File: config.mk
export PLATFORM = sky130hd
export DESIGN_NAME = trap_shaper_param
export DESIGN_NICKNAME = d
export VERILOG_FILES = /design/src/rtl/trap_shaper_param.sv
export SDC_FILE = /design/constraint.sdc
export NUM_CORES = 1
export LEC_CHECK = 0
export CAP_MARGIN = 10
export CELL_PAD_IN_SITES_DETAIL_PLACEMENT = 1
export CELL_PAD_IN_SITES_GLOBAL_PLACEMENT = 2
export CORE_AREA = 2 2 333 335
export CTS_BUF_LIST = sky130_fd_sc_hd__clkbuf_8
export DETAILED_ROUTE_END_ITERATION = 7
export DIE_AREA = 0 0 335 337
export PLACE_DENSITY_LB_ADDON = 0.1
export SYNTH_ARGS = -nofsm -noshare
export SYNTH_HDL_FRONTEND = slang
export SYNTH_SLANG_ARGS = --single-unit
File: constraint.sdc
create_clock -name clk -period 15.4 [get_ports clk]
set_input_delay 3.08 -clock clk [delete_from_list [all_inputs] [get_ports clk]]
set_output_delay 3.08 -clock clk [all_outputs]
set_load 0.01 [all_outputs]
File: src/rtl/trap_shaper_param.sv
// trap_shaper_param: trapezoidal pulse shaper with pole-zero cancellation in a 3-stage pipeline
// Ports: clk, reset (sync, active-high, overrides clear), in_valid/in_data (signed sample in),
//        clear (sync state clear, wins over in_valid), out_valid/out_data/out_sat (shaped,
//        saturated sample and clip flag, 3 cycles after acceptance), primed (K+L samples seen)
module trap_shaper_param #(
  parameter int DATA_W = 16,
  parameter int K = 8,
  parameter int L = 12,
  parameter int M = 0,
  parameter int ACC_W = 48,
  parameter int SHIFT = 0,
  parameter int OUT_W = 16
) (
  input  logic                     clk,
  input  logic                     reset,
  input  logic                     in_valid,
  input  logic signed [DATA_W-1:0] in_data,
  input  logic                     clear,
  output logic                     out_valid,
  output logic signed [OUT_W-1:0]  out_data,
  output logic                     out_sat,
  output logic                     primed
);
  localparam int N = K + L;
  localparam int AW = $clog2(N);
  localparam int CW = $clog2(N + 1);
  localparam int DW = DATA_W + 2;
  localparam logic [AW:0] N_A = (AW+1)'(N);
  localparam logic [AW:0] K_A = (AW+1)'(K);
  localparam logic [AW:0] L_A = (AW+1)'(L);
  localparam logic [AW-1:0] LAST = AW'(N - 1);
  localparam logic [CW-1:0] N_C = CW'(N);
  localparam logic signed [ACC_W-1:0] M_A = ACC_W'(M);
  localparam logic signed [ACC_W-1:0] O_MAX = {{(ACC_W-OUT_W+1){1'b0}}, {(OUT_W-1){1'b1}}};
  localparam logic signed [ACC_W-1:0] O_MIN = ~O_MAX;
  if (K < 1 || K > 256 || L < K || K + L > 512) begin : g_bad_params
    $error("trap_shaper_param: K must be 1..256, L >= K and K+L <= 512");
  end
  logic signed [DATA_W-1:0] hist_q [N];
  logic signed [DATA_W-1:0] x0_q, xk_q, xl_q, xkl_q;
  logic [AW-1:0] wp_q, wp_d, ak, al;
  logic [AW:0] sk, sl;
  logic [CW-1:0] cnt_q, cnt_d;
  logic v1_q, v2_q, out_valid_q, out_sat_q, kill, hi, lo;
  logic signed [DW-1:0] d;
  logic signed [ACC_W-1:0] de, d2_q, p_q, r, s_q, s_d, sh;
  logic signed [OUT_W-1:0] out_data_q;
  assign kill = reset | clear;
  // x[n-K] lives L entries ahead of the write pointer, x[n-L] K entries ahead,
  // and x[n-K-L] is the entry about to be overwritten.
  assign sk = {1'b0, wp_q} + L_A;
  assign sl = {1'b0, wp_q} + K_A;
  assign ak = AW'(sk >= N_A ? sk - N_A : sk);
  assign al = AW'(sl >= N_A ? sl - N_A : sl);
  assign wp_d = wp_q == LAST ? '0 : wp_q + 1'b1;
  assign cnt_d = cnt_q == N_C ? cnt_q : cnt_q + 1'b1;
  always_ff @(posedge clk) begin
    if (kill) begin
      for (int i = 0; i < N; i++) hist_q[i] <= '0;
      wp_q <= '0;
      cnt_q <= '0;
      v1_q <= 1'b0;
    end else begin
      v1_q <= in_valid;
      if (in_valid) begin
        hist_q[wp_q] <= in_data;
        wp_q <= wp_d;
        cnt_q <= cnt_d;
        x0_q <= in_data;
        xk_q <= hist_q[ak];
        xl_q <= hist_q[al];
        xkl_q <= hist_q[wp_q];
      end
    end
  end
  assign d = DW'(x0_q) - DW'(xk_q) - DW'(xl_q) + DW'(xkl_q);
  assign de = ACC_W'(d);
  always_ff @(posedge clk) begin
    if (kill) begin
      v2_q <= 1'b0;
      p_q <= '0;
    end else begin
      v2_q <= v1_q;
      if (v1_q) begin
        p_q <= p_q + de;
        d2_q <= de;
      end
    end
  end
  assign r = p_q + M_A * d2_q;
  assign s_d = s_q + r;
  assign sh = s_d >>> SHIFT;
  assign hi = sh > O_MAX;
  assign lo = sh < O_MIN;
  always_ff @(posedge clk) begin
    if (kill) begin
      out_valid_q <= 1'b0;
      s_q <= '0;
      out_data_q <= '0;
      out_sat_q <= 1'b0;
    end else begin
      out_valid_q <= v2_q;
      if (v2_q) begin
        s_q <= s_d;
        out_data_q <= hi ? OUT_W'(O_MAX) : lo ? OUT_W'(O_MIN) : sh[OUT_W-1:0];
        out_sat_q <= hi | lo;
      end
    end
  end
  assign out_valid = out_valid_q;
  assign out_data = out_data_q;
  assign out_sat = out_sat_q;
  assign primed = cnt_q == N_C;
endmodule

# After elaboration in Yosys (flattened, before gate mapping)
# Memories as Yosys holds them, arrays and structs flattened. A register that Yosys moved wholly into a read port is not among the register bits.
# Cells that the tools add are included.
[totals]
register_bits = 142
mem_bits_rw = 320
out_inout_bits = 19
wordCells = 48
n_memories = 1
[memory_table]
columns = ["memory", "depth", "word_bits", "read_ports", "rd_clocked_by_memory_dff", "write_ports", "line_no", "rtl"]
rows = [
  ["hist_q", 20, 16, 3, 3, 20, "39", "logic signed [DATA_W-1:0] hist_q [N];"],
]
[op_classes]
addsub = 11
n_lt_le_gt_ge = 4
eq_ne = 2
mux = 13
bitwise_logic = 4
n_reduce_logical = 3
[ops]
columns = ["operator", "count"]
rows = [
  ["adder 48 x 18 -> 48 bit", 1],
  ["adder 48 bit", 1],
  ["> comparator 48 x 16 -> 1 bit (second input constant)", 1],
  ["< comparator 48 x 16 -> 1 bit (second input constant)", 1],
  ["two-way mux 16 bit", 3],
  ["two-way mux 5 bit", 4],
  ["adder 18 x 16 -> 18 bit", 1],
  ["subtractor 17 x 16 -> 18 bit", 1],
  ["subtractor 16 x 16 -> 17 bit", 1],
  ["OR reduction 16 bit", 1],
  ["adder 5 x 4 -> 6 bit (second input constant)", 2],
  [">= comparator 6 x 5 -> 1 bit (second input constant)", 2],
  ["adder 5 x 1 -> 5 bit (second input constant)", 2],
  ["== test 5 bit (second input constant)", 2],
  ["subtractor 5 bit (second input constant)", 2],
  ["two-way mux 1 bit", 6],
  ["AND reduction 2 bit", 2],
  ["inverter 1 bit", 2],
  ["OR 1 bit", 2],
]

# Logic depth before layout (Yosys ltp)
# Gate-level depths: netlist (run 1).
[logic_depth]
ltp_word = 5
ltp_mapped = 21
depth_no_buf = 21

# Least setup slack after synthesis (run 1)
# OpenSTA, ideal clock, no wires.
[synth_timing]
path_kind = "in2reg"
start = "input port clear"
end = "memory hist_q[13][0], enable pin"
setup_time_ns = 0.411
arrival_time_ns = 6.818
required_time_ns = 14.989
path_slack_ns = 8.171
cell_stages = 5
n_path_buf = 1
path_cell_list = "nor2_1 and2_1 nand2_1 clkbuf_1 o21ai_0"
[synth_rtl]
columns = ["item", "line_no", "rtl"]
rows = [
  ["start, declared", "18", "input logic clear,"],
  ["end, declared", "39", ""],
]

==> results of run 1 <==
==> through the flow <==
stage / setup slack [ps] / total power [W] / std cells
after global routing: 8460 / 0.00487 / 4504
after detailed placement: 7700 / 0.00294 / 4261
final: 8710 / 0.00464 / 4505
after CTS: 8580 / 0.00471 / 4501
after floorplan: 8170 / 0.00270 / 2891
after global placement: 7870 / 0.00293 / 4261
==> cell usage after synthesis (3+ instances only) <==
library cell  count  share of area (%)
buf_1            17               0.17
or3_1            11               0.18
a2111oi_0         4              0.092
fa_1             82                4.3
and4_1            6               0.14
o211ai_1         13               0.26
nand2_1         126                1.2
o22ai_1           5              0.082
ha_1            110                3.6
and2_1          329                5.4
a21o_1           34               0.67
clkinv_1          3              0.030
nor2b_1           9               0.15
o21bai_1         17               0.34
xor2_1           34               0.78
a211oi_1         24               0.47
clkbuf_1        133                1.3
dfxtp_1         126                6.6
a21oi_1         120                1.6
nor3_1           30               0.40
nand3_1          23               0.30
or2_2             4              0.066
a31oi_1          10               0.16
xnor2_1          54                1.2
mux2_2           17               0.50
o31ai_1           8               0.16
and3_1           19               0.31
mux2i_1         127                3.3
inv_1           174                1.7
edfxtp_1        576                 46
mux4_2          209                 12
nor4_1            6              0.099
nand2b_1          5              0.082
buf_6             7               0.21
a21oi_2          10               0.23
o21a_1           15               0.30
nand4_1          27               0.44
o21ai_2           9               0.21
a221oi_1          5               0.12
o21ai_0          83                1.1
o21ai_1          16               0.21
nor2_1          204                2.0
==> flip-flops by register name, indices dropped and copies added, names as in the netlist, 16 cells and up <==
name      cells
x0_q         16
p_q          48
out_data     16
xk_q         16
xkl_q        16
hist_q      512
s_q          48
xl_q         16
==> power by group through the flow <==
| stage | logic (W) | clock network, W | registers, W |
|---|---|---|---|
| floorplan | 0.000542 | 0 | 0.00215 |
| global placement | 0.000755 | 0 | 0.00217 |
| finish | 0.000758 | 0.00175 | 0.00213 |
| detailed placement | 0.000766 | 0 | 0.00217 |
| global route | 0.000847 | 0.00189 | 0.00214 |
| CTS | 0.000771 | 0.00181 | 0.00213 |
==> worst min-delay path by stage <==
stage	to	cells after the start	from
finish	out_data[15]$_SDFFE_PP0P_	2	out_data[15]$_SDFFE_PP0P_
global route	out_data[15]$_SDFFE_PP0P_	2	out_data[15]$_SDFFE_PP0P_
global placement	out_data[15]$_SDFFE_PP0P_	2	out_data[15]$_SDFFE_PP0P_
CTS	out_data[15]$_SDFFE_PP0P_	2	out_data[15]$_SDFFE_PP0P_
detailed placement	out_data[15]$_SDFFE_PP0P_	2	out_data[15]$_SDFFE_PP0P_
floorplan	s_q[24]$_SDFFE_PP0P_	2	s_q[24]$_SDFFE_PP0P_
==> layer usage <==
layer  track usage (%)  routed length [um]
met1              26.4               49700
met2              37.7               60600
met3              3.04                4140
met4              7.08                3440
met5                 0                   0
==> logic make-up (layout without fill, tap and decap cells) <==
group | after synthesis | count (layout) | synth area share (%)
and+or+nand+nor | 815 | 815 | 11.3
buffers and inverters | 338 | 524 | 3.57
muxes | 353 | 353 | 16.2
DFF | 702 | 702 | 52.2
AOI/OAI and AO/OA | 401 | 401 | 6.71
adders and majority gates | 192 | 192 | 7.94
other | 0 | 2 | 0
xor gates and xnor gates | 90 | 90 | 2.11
==> final cells by class <==
| class | instances | area, um2 | share of cell area [%] |
|---|---|---|---|
| clock buffer | 144 | 1980 | 4.66 |
| antenna | 2 | 5.00 | 0.0118 |
| tap | 1426 | 1780 | 4.19 |
| timing repair buffer | 107 | 910 | 2.14 |
| sequential | 702 | 19800 | 46.6 |
| clock inverter | 96 | 518 | 1.22 |
| multi-input combinational | 1851 | 16900 | 39.6 |
| inverter | 177 | 664 | 1.56 |
==> worst reg2reg max path: stages, from the launching register on <==
cell and delay [ps]:
edfxtp_1 400, fa_1 540, fa_2 560, buf_4 540
fa_1 580, ha_1 370, and3_1 250, and2_1 230
a221oi_1 350, o21bai_1 190, a2111oi_0 690, nor2_1 160
a21oi_1 260, o21ai_1 170, o311ai_1 770, xnor2_1 190
nor2_1 60
==> results.toml, run 1 <==
[global_routing]
grt_start_max_net_pins = 98
grt_pass1_vias = 25604
grt_usage_pct = 21.2
grt_pass1_wl_mm = 174
antenna_found_initial = 5
overflow = 0

[timing]
hold_ws_ps = 488
rsz0062_at_grt = "false"
max_freq_mhz = 149
worstMarginPinSlew_ps = 1270
slew_violations = 0
hold_violations = 0
fin_crit_sh_pct = 43.5
clock_skew_ps = 51.6
finalCriticalPeriod_ps = 6690
relSlewSlack_pct = 15.3
setup_viol = 0
tns_ps = 0

[place]
gp_congestion = 0.837
hpwl_mm = 81.2
port_buffers = 38
dpl_cell_area_um2 = 40000

[floorplan]
ios = 39
rows = 122
coreArea_um2 = 110000
die_h_um = 337
dieWidth_um = 335
dieArea_um2 = 113000
floorplan.initialDensity_pct = 34.7

[synthesis]
synth-seq-cells = 702
ys.flop_type = "edfxtp_1"
synth_area_um2 = 38000
syn-num-nets = 3103
ys_seq_area_share_pct = 52.2
postSynthAreaPerCell_um2 = 13.1
ys_types = 82
async_flop_share_pct = 0
synth-edff-count = 576
synthCells = 2891
yosysWarnings = 0

[worst_setup_path]
crit_family = "simple AND/OR/NAND/NOR gates"
critPathRequiredTime_ps = 16060
cp-start-kind = "input port"
rr_startpoint = "x0_q[15]$_DFFE_PP_"
slowest_stage = "nor2_1"
critPathKind = "input port to register"
reg2reg_slack_ps = 8960
crit_path_frequent_cell = "buf_4"
cp_data_arrival_time_ps = 7360
crit_start = "clear"
rr_worst_depth = 16
r2r-end = "p_q[47]$_SDFFE_PP0P_"
crit_buf_inv = 3
endpoint = "hist_q[8][13]$_SDFFCE_PN0P_"
cp-end-kind = "register"
crit_chain = "clkdlybuf4s50_1, nor2_4, buf_4, and2_2, buf_4, nand2_1, nor2_1, and2_1"
worstPathMaxFanout = 67
path_depth = 8
cp_slowest_stage_delay_ps = 1100

[layout]
fillers = 11472
final_net_count = 3185
final_layout_size_suffix_gt1_share_pct = 16.8
fin_util_pct = 38.8
mostFrequentLayoutCell = "edfxtp_1"
layout_common_cells = "edfxtp_1 (576), and2_1 (328), inv_1 (217), mux4_2 (209), nor2_1 (203)"
layout-area-overhead-vs-synth_pct = 12.1
stdcell_area_um2 = 42600

[power]
power.clock.fraction_pct = 37.7
switching_share_pct = 29.2
internal_power_w = 0.00328
p_comb_share_pct = 16.4
p_seq_share_pct = 46.0
leakagePower_nw = 16.4
vdd_drop_max_uv = 70.4
power_density_nw_per_um2 = 109
netSwitchingPower_w = 0.00135

[clock_tree]
tritoncts = "yes"
holdBufCountCts = 0
clk_pin_slew_ps = 50
clkLatencyLatePin_ps = 820
htree_num_levels = 4
cts.sinks = 702
numCtsBuffers = 134
post_cts_buffers = 0
clk_path_buf_depth = 3
ctsResizeCount = 0
cts-root-buf = "clkbuf_8"

[detailed_routing]
route.vias.total = 23819
wl_mm = 118
drtIter0Drc = 1333
vias_per_cell = 5.29
drc = 0
post_drt_wl_per_cell_um = 26.2
drt.antenna.violating_nets = 0
firstDrtPassIters = 6

[hold_path]
hold_path_class = "register to register"

[flow_run]
cap_violations = 0

[outcome]
status = "completed"
Power figures use the tool's default switching activity.
==> run 2, diff against run 1 <==
==> constraint.sdc (replaced) <==
create_clock -name clk -period 5.5 [get_ports clk]
set_input_delay 1.1 -clock clk [delete_from_list [all_inputs] [get_ports clk]]
set_output_delay 1.1 -clock clk [all_outputs]
set_load 0.01 [all_outputs]
==> results.toml, run 2 (same netlist as run 1, synthesis figures left out) <==
[outcome]
status = "completed"

[power]
switching_share_pct = 29.1
leakagePower_nw = 16.8
p_seq_share_pct = 45.0
power_density_nw_per_um2 = 306
vdd_drop_max_uv = 176
netSwitchingPower_w = 0.00385
internal_power_w = 0.00939
p_comb_share_pct = 17.4
power.clock.fraction_pct = 37.6

[detailed_routing]
drc = 0
post_drt_wl_per_cell_um = 26.2
route.vias.total = 24042
vias_per_cell = 5.27
wl_mm = 120
drtIter0Drc = 1523
drt.antenna.violating_nets = 0
firstDrtPassIters = 6

[global_routing]
grt_pass1_vias = 26019
grt_start_max_net_pins = 132
grt_pass1_wl_mm = 176
antenna_found_initial = 3
overflow = 0
grt_usage_pct = 21.5

[layout]
fin_cells = 4561
stdcell_area_um2 = 43200
mostFrequentLayoutCell = "edfxtp_1"
register_area_um2 = 19800
layout_common_cells = "edfxtp_1 (576), and2_1 (328), inv_1 (226), mux4_2 (209), nor2_1 (203)"
fin_util_pct = 39.4
largest_register_ffs = 512
top_register = "hist_q"
fillers = 11456
final_net_count = 3237
final_layout_size_suffix_gt1_share_pct = 18.8
layout-area-overhead-vs-synth_pct = 13.8
reg_top3 = "hist_q x512, p_q x48, s_q x48"
multi_input_area_um2 = 17000

[worst_setup_path]
critPathRequiredTime_ps = 6190
cp_data_arrival_time_ps = 5920
reg2reg_slack_ps = 270
cp-end-kind = "register"
rr_worst_depth = 18
crit_start = "x0_q[15]$_DFFE_PP_"
worstPathMaxFanout = 8
rr_startpoint = "x0_q[15]$_DFFE_PP_"
critPathKind = "register to register"
r2r-end = "p_q[47]$_SDFFE_PP0P_"
cp-start-kind = "register"

[timing]
max_freq_mhz = 191
fin_crit_sh_pct = 95.1
rsz0062_at_grt = "false"
final.setup.worst_slack_ps = 270
slew_violations = 0
setup_viol = 0
worstMarginPinSlew_ps = 1340
hold_violations = 0
relSlewSlack_pct = 10.9
hold_ws_ps = 490
finalCriticalPeriod_ps = 5230
clock_skew_ps = 60.0

[clock_tree]
htree_num_levels = 4
clkLatencyLatePin_ps = 830
tritoncts = "yes"
clk_pin_slew_ps = 50
cts.sinks = 702
cts-root-buf = "clkbuf_8"
numCtsBuffers = 134
clk_path_buf_depth = 3

[hold_path]
min_from = "s_q[43]$_SDFFE_PP0P_"
whs_path_depth = 2
hold_path_class = "register to register"
hold_path_end = "s_q[43]$_SDFFE_PP0P_"

[place]
placedCellCount = 4311
gp_congestion = 0.814
pre_cts_ws_ps = -257
port_buffers = 38
hpwl_mm = 83.2
dpl_cell_area_um2 = 40500

[floorplan]
dieArea_um2 = 113000
floorplan.initialDensity_pct = 34.7
rows = 122
coreArea_um2 = 110000
ios = 39
die_h_um = 337
dieWidth_um = 335

[flow_run]
cap_violations = 0
## run 2: final cells by class
cell class / count / area share [%]
Antenna cell: 5 / 0.0289
Clock buffer: 141 / 4.49
Timing Repair Buffer: 159 / 3.22
Multi-Input combinational cell: 1851 / 39.3
Clock inverter: 100 / 1.46
Tap cell: 1426 / 4.13
Inverter: 177 / 1.54
Sequential cell: 702 / 45.9
## run 2: power groups by stage
| stage | combinational [W] | clock [W] | sequential [W] |
|---|---|---|---|
| 2_1_floorplan | 0.00152 | 0 | 0.00603 |
| 3_3_place_gp | 0.00223 | 0 | 0.00607 |
| 3_5_place_dp | 0.00226 | 0 | 0.00608 |
| 4_1_cts | 0.00229 | 0.00516 | 0.00597 |
| 5_1_grt | 0.00256 | 0.00539 | 0.00597 |
| 6_report | 0.00230 | 0.00498 | 0.00596 |
## run 2: repair_timing
| item | in CTS | in global routing |
|---|---|---|
| resized for setup | 4 | 16 |
| setup buffers | 4 | 0 |
| pin swaps | 0 | 5 |
| endpoints found under the hold margin | 0 | 0 |
| endpoints found under the setup margin | 8 | 9 |
| hold buffers | 0 | 0 |
## run 2: critical path, stage by stage, from the launching register on
cell and delay [ps]:
edfxtp_1 390, fa_1 520, fa_4 790, buf_6 160, buf_12 150, fa_1 430, ha_1 370, and4_1 230
and2_1 190, and3_2 260, o2111a_2 170, a2111oi_4 340, buf_4 170, nor2_1 60, a21oi_2 200, o21ai_1 160
o311ai_2 280, xnor2_1 160, nor2_1 50
## run 2: worst max path at each step
stage	endpoint	slack (ps)	depth (start not counted)
after floorplan	p_q[44]$_SDFFE_PP0P_	0.1	17
after global placement	p_q[47]$_SDFFE_PP0P_	-70	18
after CTS	p_q[46]$_SDFFE_PP0P_	30	17
after detailed placement	p_q[47]$_SDFFE_PP0P_	-260	18
after global routing	p_q[41]$_SDFFE_PP0P_	10	19
final	p_q[47]$_SDFFE_PP0P_	270	18
## run 2: per-layer routing
metal  wire length (um)  share of wire [%]  track usage [%]
met1              50200                 42             26.3
met2              61500                 51             38.2
met3               4520                3.8             3.50
met4               3510                2.9             7.40
met5                  0                  0                0
## run 2: per-stage QoR
step	setup TNS (ps)	total power, W
after floorplan	0	0.00755
after global routing	0	0.0139
after detailed placement	-575	0.00833
final	0	0.0132
after global placement	-70.5	0.00830
after CTS	0	0.0134
